File: src/rtl/unsigned_radix_divider_pkg.sv
// Shared types and defaults for the unsigned radix divider.
//   div_state_t        : controller states (idle, iterating, result valid)
//   DIV_DATA_WIDTH     : default operand/result width
//   DIV_BITS_PER_CYCLE : default quotient bits retired per iteration cycle
//   cnt_width()        : iteration counter width, never narrower than 1 bit
package unsigned_radix_divider_pkg;

  localparam int DIV_DATA_WIDTH     = 32;
  localparam int DIV_BITS_PER_CYCLE = 2;

  typedef enum logic [1:0] {
    DIV_IDLE,
    DIV_RUN,
    DIV_DONE
  } div_state_t;

  // A single-iteration configuration still needs a 1-bit counter.
  function automatic int cnt_width(input int n);
    return (n > 1) ? $clog2(n) : 1;
  endfunction

endpackage

File: src/rtl/unsigned_radix_divider_if.sv
// Requester/divider handshake bundle.
//   master : requester side, drives start/flush/operands, sees status and results
//   slave  : divider side
interface unsigned_radix_divider_if
  import unsigned_radix_divider_pkg::*;
#(
  parameter int DATA_WIDTH = DIV_DATA_WIDTH
) ();

  logic                  start;
  logic                  flush;
  logic [DATA_WIDTH-1:0] dividend;
  logic [DATA_WIDTH-1:0] divisor;
  logic                  ready;
  logic                  busy;
  logic                  done;
  logic [DATA_WIDTH-1:0] quotient;
  logic [DATA_WIDTH-1:0] remainder;
  logic                  divisor_is_zero;

  modport master (
    output start, flush, dividend, divisor,
    input  ready, busy, done, quotient, remainder, divisor_is_zero
  );

  modport slave (
    input  start, flush, dividend, divisor,
    output ready, busy, done, quotient, remainder, divisor_is_zero
  );

endinterface

File: src/rtl/unsigned_radix_divider_div_radix_step.sv
// Combinational block of BITS_PER_CYCLE chained restoring division steps.
//   rem_in   : partial remainder entering this cycle (always < divisor)
//   dvd_bits : next dividend bits, MSB consumed first
//   divisor  : divisor operand
//   rem_out  : partial remainder after all steps
//   q_bits   : quotient bits produced, MSB first
module div_radix_step
  import unsigned_radix_divider_pkg::*;
#(
  parameter int DATA_WIDTH     = DIV_DATA_WIDTH,
  parameter int BITS_PER_CYCLE = DIV_BITS_PER_CYCLE
) (
  input  logic [DATA_WIDTH-1:0]     rem_in,
  input  logic [BITS_PER_CYCLE-1:0] dvd_bits,
  input  logic [DATA_WIDTH-1:0]     divisor,
  output logic [DATA_WIDTH-1:0]     rem_out,
  output logic [BITS_PER_CYCLE-1:0] q_bits
);

  // One extra bit so the shifted remainder can exceed 2^DATA_WIDTH-1
  // (e.g. all-ones dividend over a large divisor) without wrapping.
  logic [DATA_WIDTH:0] r;

  always_comb begin
    r      = {1'b0, rem_in};
    q_bits = '0;
    for (int i = BITS_PER_CYCLE - 1; i >= 0; i--) begin
      r = {r[DATA_WIDTH-1:0], dvd_bits[i]};
      if (r >= {1'b0, divisor}) begin
        r         = r - {1'b0, divisor};
        q_bits[i] = 1'b1;
      end
    end
    rem_out = r[DATA_WIDTH-1:0];
  end

endmodule

File: src/rtl/unsigned_radix_divider.sv
// Iterative unsigned divider retiring BITS_PER_CYCLE quotient bits per cycle.
//   clk  : clock, rising edge
//   rst  : asynchronous reset, active low
//   bus  : slave side of the handshake (start/flush/operands in;
//          ready/busy/done/quotient/remainder/divisor_is_zero out)
// Divide by zero yields all-ones quotient and remainder = dividend.
// Results are registered and only change on a completed division.
module unsigned_radix_divider
  import unsigned_radix_divider_pkg::*;
#(
  parameter int DATA_WIDTH     = DIV_DATA_WIDTH,
  parameter int BITS_PER_CYCLE = DIV_BITS_PER_CYCLE,
  parameter bit FAST_PATHS     = 1'b1
) (
  input logic                     clk,
  input logic                     rst,
  unsigned_radix_divider_if.slave bus
);

  localparam int               N        = DATA_WIDTH / BITS_PER_CYCLE;
  localparam int               CNT_W    = cnt_width(N);
  localparam logic [CNT_W-1:0] CNT_LOAD = CNT_W'(N - 1);

  div_state_t state_q, state_d;

  logic [CNT_W-1:0]          cnt_q;
  logic [DATA_WIDTH-1:0]     dq_q;       // dividend shifts out the top, quotient fills the bottom
  logic [DATA_WIDTH-1:0]     dsr_q;
  logic [DATA_WIDTH-1:0]     rem_q;
  logic [DATA_WIDTH-1:0]     quo_out_q;
  logic [DATA_WIDTH-1:0]     rem_out_q;
  logic                      dbz_out_q;

  logic                      accept;
  logic                      fast;
  logic                      step_en;
  logic                      finish;
  logic [DATA_WIDTH-1:0]     rem_next;
  logic [DATA_WIDTH-1:0]     dq_next;
  logic [BITS_PER_CYCLE-1:0] q_bits;

  div_radix_step #(
    .DATA_WIDTH     (DATA_WIDTH),
    .BITS_PER_CYCLE (BITS_PER_CYCLE)
  ) u_step (
    .rem_in   (rem_q),
    .dvd_bits (dq_q[DATA_WIDTH-1 -: BITS_PER_CYCLE]),
    .divisor  (dsr_q),
    .rem_out  (rem_next),
    .q_bits   (q_bits)
  );

  assign dq_next = (dq_q << BITS_PER_CYCLE) | DATA_WIDTH'(q_bits);

  assign fast = FAST_PATHS && ((bus.divisor == '0) || (bus.dividend < bus.divisor));

  always_ff @(posedge clk or negedge rst) begin
    if (!rst) state_q <= DIV_IDLE;
    else      state_q <= state_d;
  end

  // flush dominates everything, including a same-cycle start.
  always_comb begin
    state_d = state_q;
    accept  = 1'b0;
    step_en = 1'b0;
    finish  = 1'b0;
    case (state_q)
      DIV_IDLE, DIV_DONE: begin
        if (bus.flush) begin
          state_d = DIV_IDLE;
        end else if (bus.start) begin
          accept  = 1'b1;
          state_d = fast ? DIV_DONE : DIV_RUN;
        end else begin
          state_d = DIV_IDLE;
        end
      end
      DIV_RUN: begin
        if (bus.flush) begin
          state_d = DIV_IDLE;
        end else begin
          step_en = 1'b1;
          if (cnt_q == '0) begin
            finish  = 1'b1;
            state_d = DIV_DONE;
          end
        end
      end
      default: state_d = DIV_IDLE;
    endcase
  end

  always_ff @(posedge clk or negedge rst) begin
    if (!rst) begin
      cnt_q     <= '0;
      dq_q      <= '0;
      dsr_q     <= '0;
      rem_q     <= '0;
      quo_out_q <= '0;
      rem_out_q <= '0;
      dbz_out_q <= 1'b0;
    end else if (accept) begin
      dq_q  <= bus.dividend;
      dsr_q <= bus.divisor;
      rem_q <= '0;
      cnt_q <= CNT_LOAD;
      if (fast) begin
        quo_out_q <= (bus.divisor == '0) ? '1 : '0;
        rem_out_q <= bus.dividend;
        dbz_out_q <= (bus.divisor == '0);
      end
    end else if (step_en) begin
      dq_q  <= dq_next;
      rem_q <= rem_next;
      cnt_q <= cnt_q - CNT_W'(1);
      if (finish) begin
        quo_out_q <= dq_next;
        rem_out_q <= rem_next;
        dbz_out_q <= (dsr_q == '0);
      end
    end
  end

  assign bus.ready           = (state_q == DIV_IDLE) || (state_q == DIV_DONE);
  assign bus.busy            = (state_q == DIV_RUN);
  assign bus.done            = (state_q == DIV_DONE);
  assign bus.quotient        = quo_out_q;
  assign bus.remainder       = rem_out_q;
  assign bus.divisor_is_zero = dbz_out_q;

endmodule
File: src/flat_wrapper.sv
// flat-port wrapper written by rule: the top's interface ports become plain ports
module unsigned_radix_divider_flat import unsigned_radix_divider_pkg::*;
#(
  parameter int DATA_WIDTH     = DIV_DATA_WIDTH,
  parameter int BITS_PER_CYCLE = DIV_BITS_PER_CYCLE,
  parameter bit FAST_PATHS     = 1'b1
)
  (clk, rst, bus_start, bus_flush, bus_dividend, bus_divisor, bus_ready, bus_busy, bus_done, bus_quotient, bus_remainder, bus_divisor_is_zero);
  unsigned_radix_divider_if #(.DATA_WIDTH(DATA_WIDTH)) bus_i ();
  input logic clk;
  input logic rst;
  input wire logic [$bits(bus_i.start)-1:0] bus_start;
  input wire logic [$bits(bus_i.flush)-1:0] bus_flush;
  input wire logic [$bits(bus_i.dividend)-1:0] bus_dividend;
  input wire logic [$bits(bus_i.divisor)-1:0] bus_divisor;
  output wire logic [$bits(bus_i.ready)-1:0] bus_ready;
  output wire logic [$bits(bus_i.busy)-1:0] bus_busy;
  output wire logic [$bits(bus_i.done)-1:0] bus_done;
  output wire logic [$bits(bus_i.quotient)-1:0] bus_quotient;
  output wire logic [$bits(bus_i.remainder)-1:0] bus_remainder;
  output wire logic [$bits(bus_i.divisor_is_zero)-1:0] bus_divisor_is_zero;
  assign bus_i.start = bus_start;
  assign bus_i.flush = bus_flush;
  assign bus_i.dividend = bus_dividend;
  assign bus_i.divisor = bus_divisor;
  assign bus_ready = bus_i.ready;
  assign bus_busy = bus_i.busy;
  assign bus_done = bus_i.done;
  assign bus_quotient = bus_i.quotient;
  assign bus_remainder = bus_i.remainder;
  assign bus_divisor_is_zero = bus_i.divisor_is_zero;
  unsigned_radix_divider #(.DATA_WIDTH(DATA_WIDTH), .BITS_PER_CYCLE(BITS_PER_CYCLE), .FAST_PATHS(FAST_PATHS)) u_core (.clk(clk), .rst(rst), .bus(bus_i));
endmodule
File: config.mk
export PLATFORM = sky130hd
export DESIGN_NAME = unsigned_radix_divider_flat
export DESIGN_NICKNAME = d
export VERILOG_FILES = /design/src/rtl/unsigned_radix_divider_pkg.sv /design/src/rtl/unsigned_radix_divider_if.sv /design/src/rtl/unsigned_radix_divider_div_radix_step.sv /design/src/rtl/unsigned_radix_divider.sv /design/src/flat_wrapper.sv
export SDC_FILE = /design/constraint.sdc
export NUM_CORES = 1
export LEC_CHECK = 0
export ABC_AREA = 1
export ABC_CLOCK_PERIOD_IN_PS = 4300
export CAP_MARGIN = 30
export CORE_MARGIN = 10
export CORE_UTILIZATION = 40
export DETAILED_ROUTE_END_ITERATION = 8
export SLEW_MARGIN = 20
export SYNTH_ARGS = -nofsm -noshare
export SYNTH_HDL_FRONTEND = slang
export SYNTH_SLANG_ARGS = --single-unit
File: constraint.sdc
create_clock -name clk -period 4.3 [get_ports clk]
set_input_delay 0.645 -clock clk [delete_from_list [all_inputs] [get_ports clk]]
set_output_delay 0.645 -clock clk [all_outputs]
set_load 0.03 [all_outputs]
Word level (Yosys, flattened, before mapping)

Index checks and enable logic that the tools add are counted.

$add $sub $neg: 3
$lt $le $gt $ge: 3
Equality and inequality tests: 4
Muxes and demuxes: 37
Bitwise logic cells: 1
Reduce and logical (&&, ||, !) cells: 10

Operators by type and width:

| cell                  | count |
|---|---|
| $mux W32              | 15 |
| $ge A33 B32 Y1        | 2 |
| $logic_not A32 Y1     | 2 |
| $sub A32 B32 Y32      | 2 |
| $lt A32 B32 Y1        | 1 |
| $or A32 B2 Y32        | 1 |
| $mux W1               | 14 |
| $mux W2               | 5 |
| $mux W4               | 2 |
| $logic_not A4 Y1      | 1 |
| $pmux W2 S2           | 1 |
| $reduce_bool A2 Y1    | 2 |
| $sub A4 B1 Y4 const B | 1 |
| $ne A3 B2 Y1 const B  | 1 |
| $reduce_and A3 Y1     | 1 |
| $eq A2 B1 Y1 const B  | 1 |
| $eq A2 B2 Y1 const B  | 1 |
| $logic_not A2 Y1      | 1 |
| $logic_or A1 B1 Y1    | 2 |
| $ne A2 B2 Y1 const B  | 1 |
| $reduce_or A2 Y1      | 1 |

Bits in registers: 167
Input bits: 68
Logic and storage cells: 66

Logic depth before layout (Yosys ltp)

Word-level depth: 8
Depth in mapped cells: 33

By module

Synthesis repeated with hierarchy kept, for this count alone.

Cell total of the unflattened synthesis: 2062
Area, all modules: 13618.1 µm²

Modules (own cells, without submodules):

| module                 | times used | cells each | area an instance (µm²) | seq. area each (µm²) |
|---|---|---|---|---|
| unsigned_radix_divider | 1          | 980        | 8116.5                 | 4179.0 |
| div_radix_step         | 1          | 1082       | 5501.5                 | 0.0 |

Worst setup path after synthesis

Ideal clock, no wire load.

Kind: register to register
From: register u_core.dsr_q[2]
To: register u_core.quo_out_q[0] (netlist: u_core.bus.quotient[0])
Setup time: 0.117 ns
Data arrival time: 3.517 ns
Data required time: 4.183 ns
Slack: 0.666 ns
Cell stages (with the launch flop): 31
Buffers on the path: 3
Clock period less this slack: 3.634 ns
Path through: dfrtp_1 -> inv_1 -> ha_1 -> buf_2 -> nand2_1 -> nand2_1 -> nand2_1 -> nand2_1 -> nand2_1 -> nand3_2 -> nand2_2 -> nand3_2 -> nand2_4 -> buf_2 -> nand3_1 -> nand2_1 -> inv_1 -> ha_1 -> a21oi_2 -> inv_1 -> a31oi_1 -> o21ai_1 -> a21oi_1 -> nand2_1 -> nand2_2 -> nand3_4 -> buf_6 -> nand2_1 -> nand2_1 -> nand2_1 -> nand2_1

Longest elaborated chain between the ends: 8

RTL lines:

| element                                                   | RTL line                                                                                 | text |
|---|---|---|
| from (decl)                                               | unsigned_radix_divider.sv:28                                                             | `logic [DATA_WIDTH-1:0] dsr_q;` |
| from (signal assigned)                                    | unsigned_radix_divider.sv:105                                                            | `dsr_q <= bus.divisor;` |
| $sub A32 B32 Y32 / $ge A33 B32 Y1 (equally long branches) | unsigned_radix_divider_div_radix_step.sv:30, unsigned_radix_divider_div_radix_step.sv:29 |  |
| $mux W32                                                  | unsigned_radix_divider_div_radix_step.sv:29                                              | `if (r >= {1'b0, divisor}) begin` |
| $ge A33 B32 Y1 (*)                                        | unsigned_radix_divider_div_radix_step.sv:29                                              |  |
| $mux W1 (*)                                               | unsigned_radix_divider_div_radix_step.sv:29                                              |  |
| $or A32 B2 Y32 (*)                                        | unsigned_radix_divider.sv:53                                                             | `assign dq_next = (dq_q << BITS_PER_CYCLE) \| DATA_WIDTH'(q_bits);` |
| $mux W32 (*)                                              | unsigned_radix_divider.sv:117                                                            | `if (finish) begin` |
| $mux W32 (*)                                              | unsigned_radix_divider.sv:113                                                            | `end else if (step_en) begin` |
| $mux W32 (*)                                              | unsigned_radix_divider.sv:103                                                            | `end else if (accept) begin` |
| to (signal assigned)                                      | unsigned_radix_divider.sv:109                                                            | `quo_out_q <= (bus.divisor == '0) ? '1 : '0;` |
| to (signal assigned)                                      | unsigned_radix_divider.sv:118                                                            | `quo_out_q <= dq_next;` |
| to (decl)                                                 | unsigned_radix_divider.sv:30                                                             | `logic [DATA_WIDTH-1:0] quo_out_q;` |

Mark *: on every way between the ends. The rest lies on a longest branch, timed or not. The select of a mux whose other input is x is not followed.
A chain may end at the register's enable or synchronous reset.

Final worst setup path

From: register u_core.dsr_q[22]
To: register u_core.rem_q[5]

Longest elaborated chain between the ends: 6

RTL lines:

| element                                                   | RTL line                                                                                 | text |
|---|---|---|
| $ge A33 B32 Y1 / $sub A32 B32 Y32 (equally long branches) | unsigned_radix_divider_div_radix_step.sv:29, unsigned_radix_divider_div_radix_step.sv:30 |  |
| $mux W32                                                  | unsigned_radix_divider_div_radix_step.sv:29                                              |  |
| $sub A32 B32 Y32 / $ge A33 B32 Y1 (equally long branches) | unsigned_radix_divider_div_radix_step.sv:30, unsigned_radix_divider_div_radix_step.sv:29 |  |
| $mux W32 (*)                                              | unsigned_radix_divider_div_radix_step.sv:29                                              |  |
| $mux W32 (*)                                              | unsigned_radix_divider.sv:113                                                            |  |
| $mux W32 (*)                                              | unsigned_radix_divider.sv:103                                                            |  |
| to (signal assigned)                                      | unsigned_radix_divider.sv:115                                                            | `rem_q <= rem_next;` |
| to (decl)                                                 | unsigned_radix_divider.sv:29                                                             | `logic [DATA_WIDTH-1:0] rem_q;` |

Marked as above.

==> impl_results.md <==
* Clock buffer count from CTS at 17
* Clock Latency Late Sink at 0.45 ns
* Root Buffer: clkbuf_16
* Period minus WS final at 4.14 ns
* Antenna diodes at 0
* CP delay by family, top: simple AND/OR/NAND/NOR gates
* Final clock skew at 0.0145 ns
* Fillers at 3,357
* Reg2reg end: u_core.rem_q[5]
* Critical Path End Type: flip-flop
* CTS Sinks at 167
* Register bit total from synthesis at around 170
* Drt pass-1 iters at 6
* Final wirelength at 55,400 µm
* Crit share post-route at 96.3%
* Fmax achieved at around 240 MHz
* CP Launch Point: u_core.dsr_q[22]
* Final net count at 2,686
* Hold Vio Cnt, Final at 0
* Reg2Reg Setup Slack at 0.16 ns
* CTS Hold Bufs at 0
* Largest net degree at the start of global routing at between 90 and 100
* Buffers on Ports at roughly 140
* Finished Core Util at 56.6%
* Clock-pin slew on the worst setup and hold paths at roughly 0.07 ns
* CP Data Arrival Time at 4.51 ns
* Most common cell after layout, fill and taps aside: nand2_1
* DR iter-0 viols at around 1,200
* Synth top area share at 30.6%
* Crit path buf inv count at 6
* Die X at about 200 µm
* Core area at 0.0336 mm²
* Cell area after synthesis at 0.0136 mm²
* Worst Path Required at 4.67 ns
* Distinct cells, synth at 42
* Crit path launch type: flip-flop
* Gate Count Post-Synth at 2,125
* Hold WC Path Type: primary input to async pin
* DIE AREA at 0.0419 mm²
* # IOs at roughly 140
* Levels on crit path at 29
* Setup CP Type: flip-flop to flip-flop
* Largest area contributor in the synthesized netlist: dfrtp_1
* Mapped Avg Cell Area at 6.42 µm²
* Yosys warns at 0
* Initial core utilization at 40.6%
* DPL Wire Length at about 44,000 µm
* Most frequent cells in the layout: nand2_1 (684), inv_1 (305), buf_4 (303)
* Post-route insts no fill at roughly 3,000
* GRT overflow at 0
* Max Cap Violations at 0
* Placed cells at 2,934
* Vias in the first global route at 15,100
* Die H at 205 µm
* GR Util All Layers at 25.9%
* Reg2Reg Depth at 29
* Avg WL per Cell at 18.6 µm
* Critical path capture point: u_core.rem_q[5]
* # rows at 67
* Routed Antenna Nets at 0
* CTS H-Tree Depth at 4
* Drt drc at 0
* Top cell by count, worst path: nand2_1
* Synthesis-to-layout area growth at 39.4%
* RR Startpoint: u_core.dsr_q[22]
* Worst-Margin Slew at 0.731 ns
* Fin. max-slew vios at 0
* Initial antenna violation count at 0
* Clk buf depth at 2
* Final GP Congestion at 0.993
* Relative max-transition margin at 51.2%
* Via/cell ratio at 5.13
* Worst-path fanout max at 14
* Crit-path max cell delay at a little under 0.4 ns
* CTS tree: yes
* Register area share after synthesis at between 30% and 40%
* Syn Nets at 2,291
* Status: finished, final reports clean
* Setup TNS at 0 ns
* Via count at 15,300
* Final Setup Violations at 0
* Share of layout cells above drive strength 1 at between 20% and 30%
* Top cells by area, synth: dfrtp_1 (31%), nand2_1 (19%), inv_1 (9.0%)
* First-pass GRT wire length at between 80,000 and 90,000 µm
* Max stage delay cell, worst path: dfrtp_1
==> registers in the layout (all words and copies together) (netlist names) <==
signal / flops
u_core.bus.divisor_is_zero: 1
u_core.bus.quotient: 32
u_core.bus.remainder: 32
u_core.cnt_q: 4
u_core.dq_q: 32
u_core.dsr_q: 32
u_core.rem_q: 32
u_core.state_q: 2
==> cell usage after synthesis <==
master	instances
a21o_1	9
o221ai_1	2
o21ai_0	69
ha_1	96
nand2_1	704
a31oi_1	29
nand3b_1	19
nand2_4	2
nand3_4	1
a21boi_0	2
inv_1	327
nand3_1	104
o21ai_1	34
nor2_2	4
nor4_1	13
xor2_1	12
a21oi_2	1
and3_1	1
nor3b_1	2
buf_6	3
nor3_1	14
and2_1	9
nand4_1	63
o211ai_1	8
buf_1	14
inv_2	10
a211oi_1	1
nand2_2	3
dfrtp_1	167
o31ai_1	3
nor2_1	196
xnor2_1	26
o21a_1	6
clkinv_1	1
o21bai_1	6
fa_1	2
a21oi_1	100
o31a_1	1
clkbuf_1	35
or2_2	1
nand3_2	5
buf_2	20
==> kinds of logic after synthesis <==
| logic type | count (synthesis) | synth area share (%) |
|---|---|---|
| and+or+nand+nor | 1141 | 35.2 |
| buffers and inverters | 410 | 11.6 |
| AOI/OAI and AO/OA | 271 | 11.0 |
| DFF | 167 | 30.6 |
| adders and majority gates | 98 | 9.10 |
| xor gates and xnor gates | 38 | 2.44 |
==> repair_timing <==
item / CTS / global route
resized for setup: 16 / 153
setup endpoints to repair: 66 / 66
gates cloned: 0 / 0
setup buffers: 2 / 12
pin swaps: 1 / 15
endpoints found under the hold margin: 0 / 0
==> per-layer routing <==
layer	global-route usage [%]	vias to the layer above	wire, µm
met5	0	-	0
met4	7.64	0	1400
met3	5.21	73	3880
met2	40.2	442	24700
met1	35.6	7232	25400
li1	-	7549	-
==> stage by stage <==
step	hold WS [ns]	cell area [µm²]	setup slack (ns)
floorplan	0.349	13600	0.666
global placement	0.462	17500	-0.336
detailed placement	0.464	17600	-0.245
CTS	0.326	18200	0.00132
global route	0.0255	19000	-0.0810
finish	0.0320	19000	0.161
==> worst min path at each step <==
stage / start / end / slack [ns] / cells past startpoint
6_report: rst / u_core.bus.quotient[27] / 0.03 / 1
5_1_grt: rst / u_core.dq_q[21] / 0.03 / 1
4_1_cts: rst / u_core.bus.quotient[26] / 0.33 / 1
3_5_place_dp: u_core.bus.quotient[19] / u_core.bus.quotient[19] / 0.46 / 2
3_3_place_gp: u_core.bus.quotient[6] / u_core.bus.quotient[6] / 0.46 / 2
2_1_floorplan: rst / u_core.bus.divisor_is_zero / 0.35 / 0
==> layout make-up <==
cell class              instances  area (µm²)  area share, %
inverters                     338        1270           6.67
multi-input cells            1548        8570           45.1
clock inverters                12         139          0.730
clock buffers                  20         457           2.40
well taps                     448         561           2.95
repair buffers                448        3830           20.2
flip-flops and latches        167        4180           22.0
Power is not shown: default switching activity piles up to over one toggle a cycle in this logic, so the estimate is an artifact.
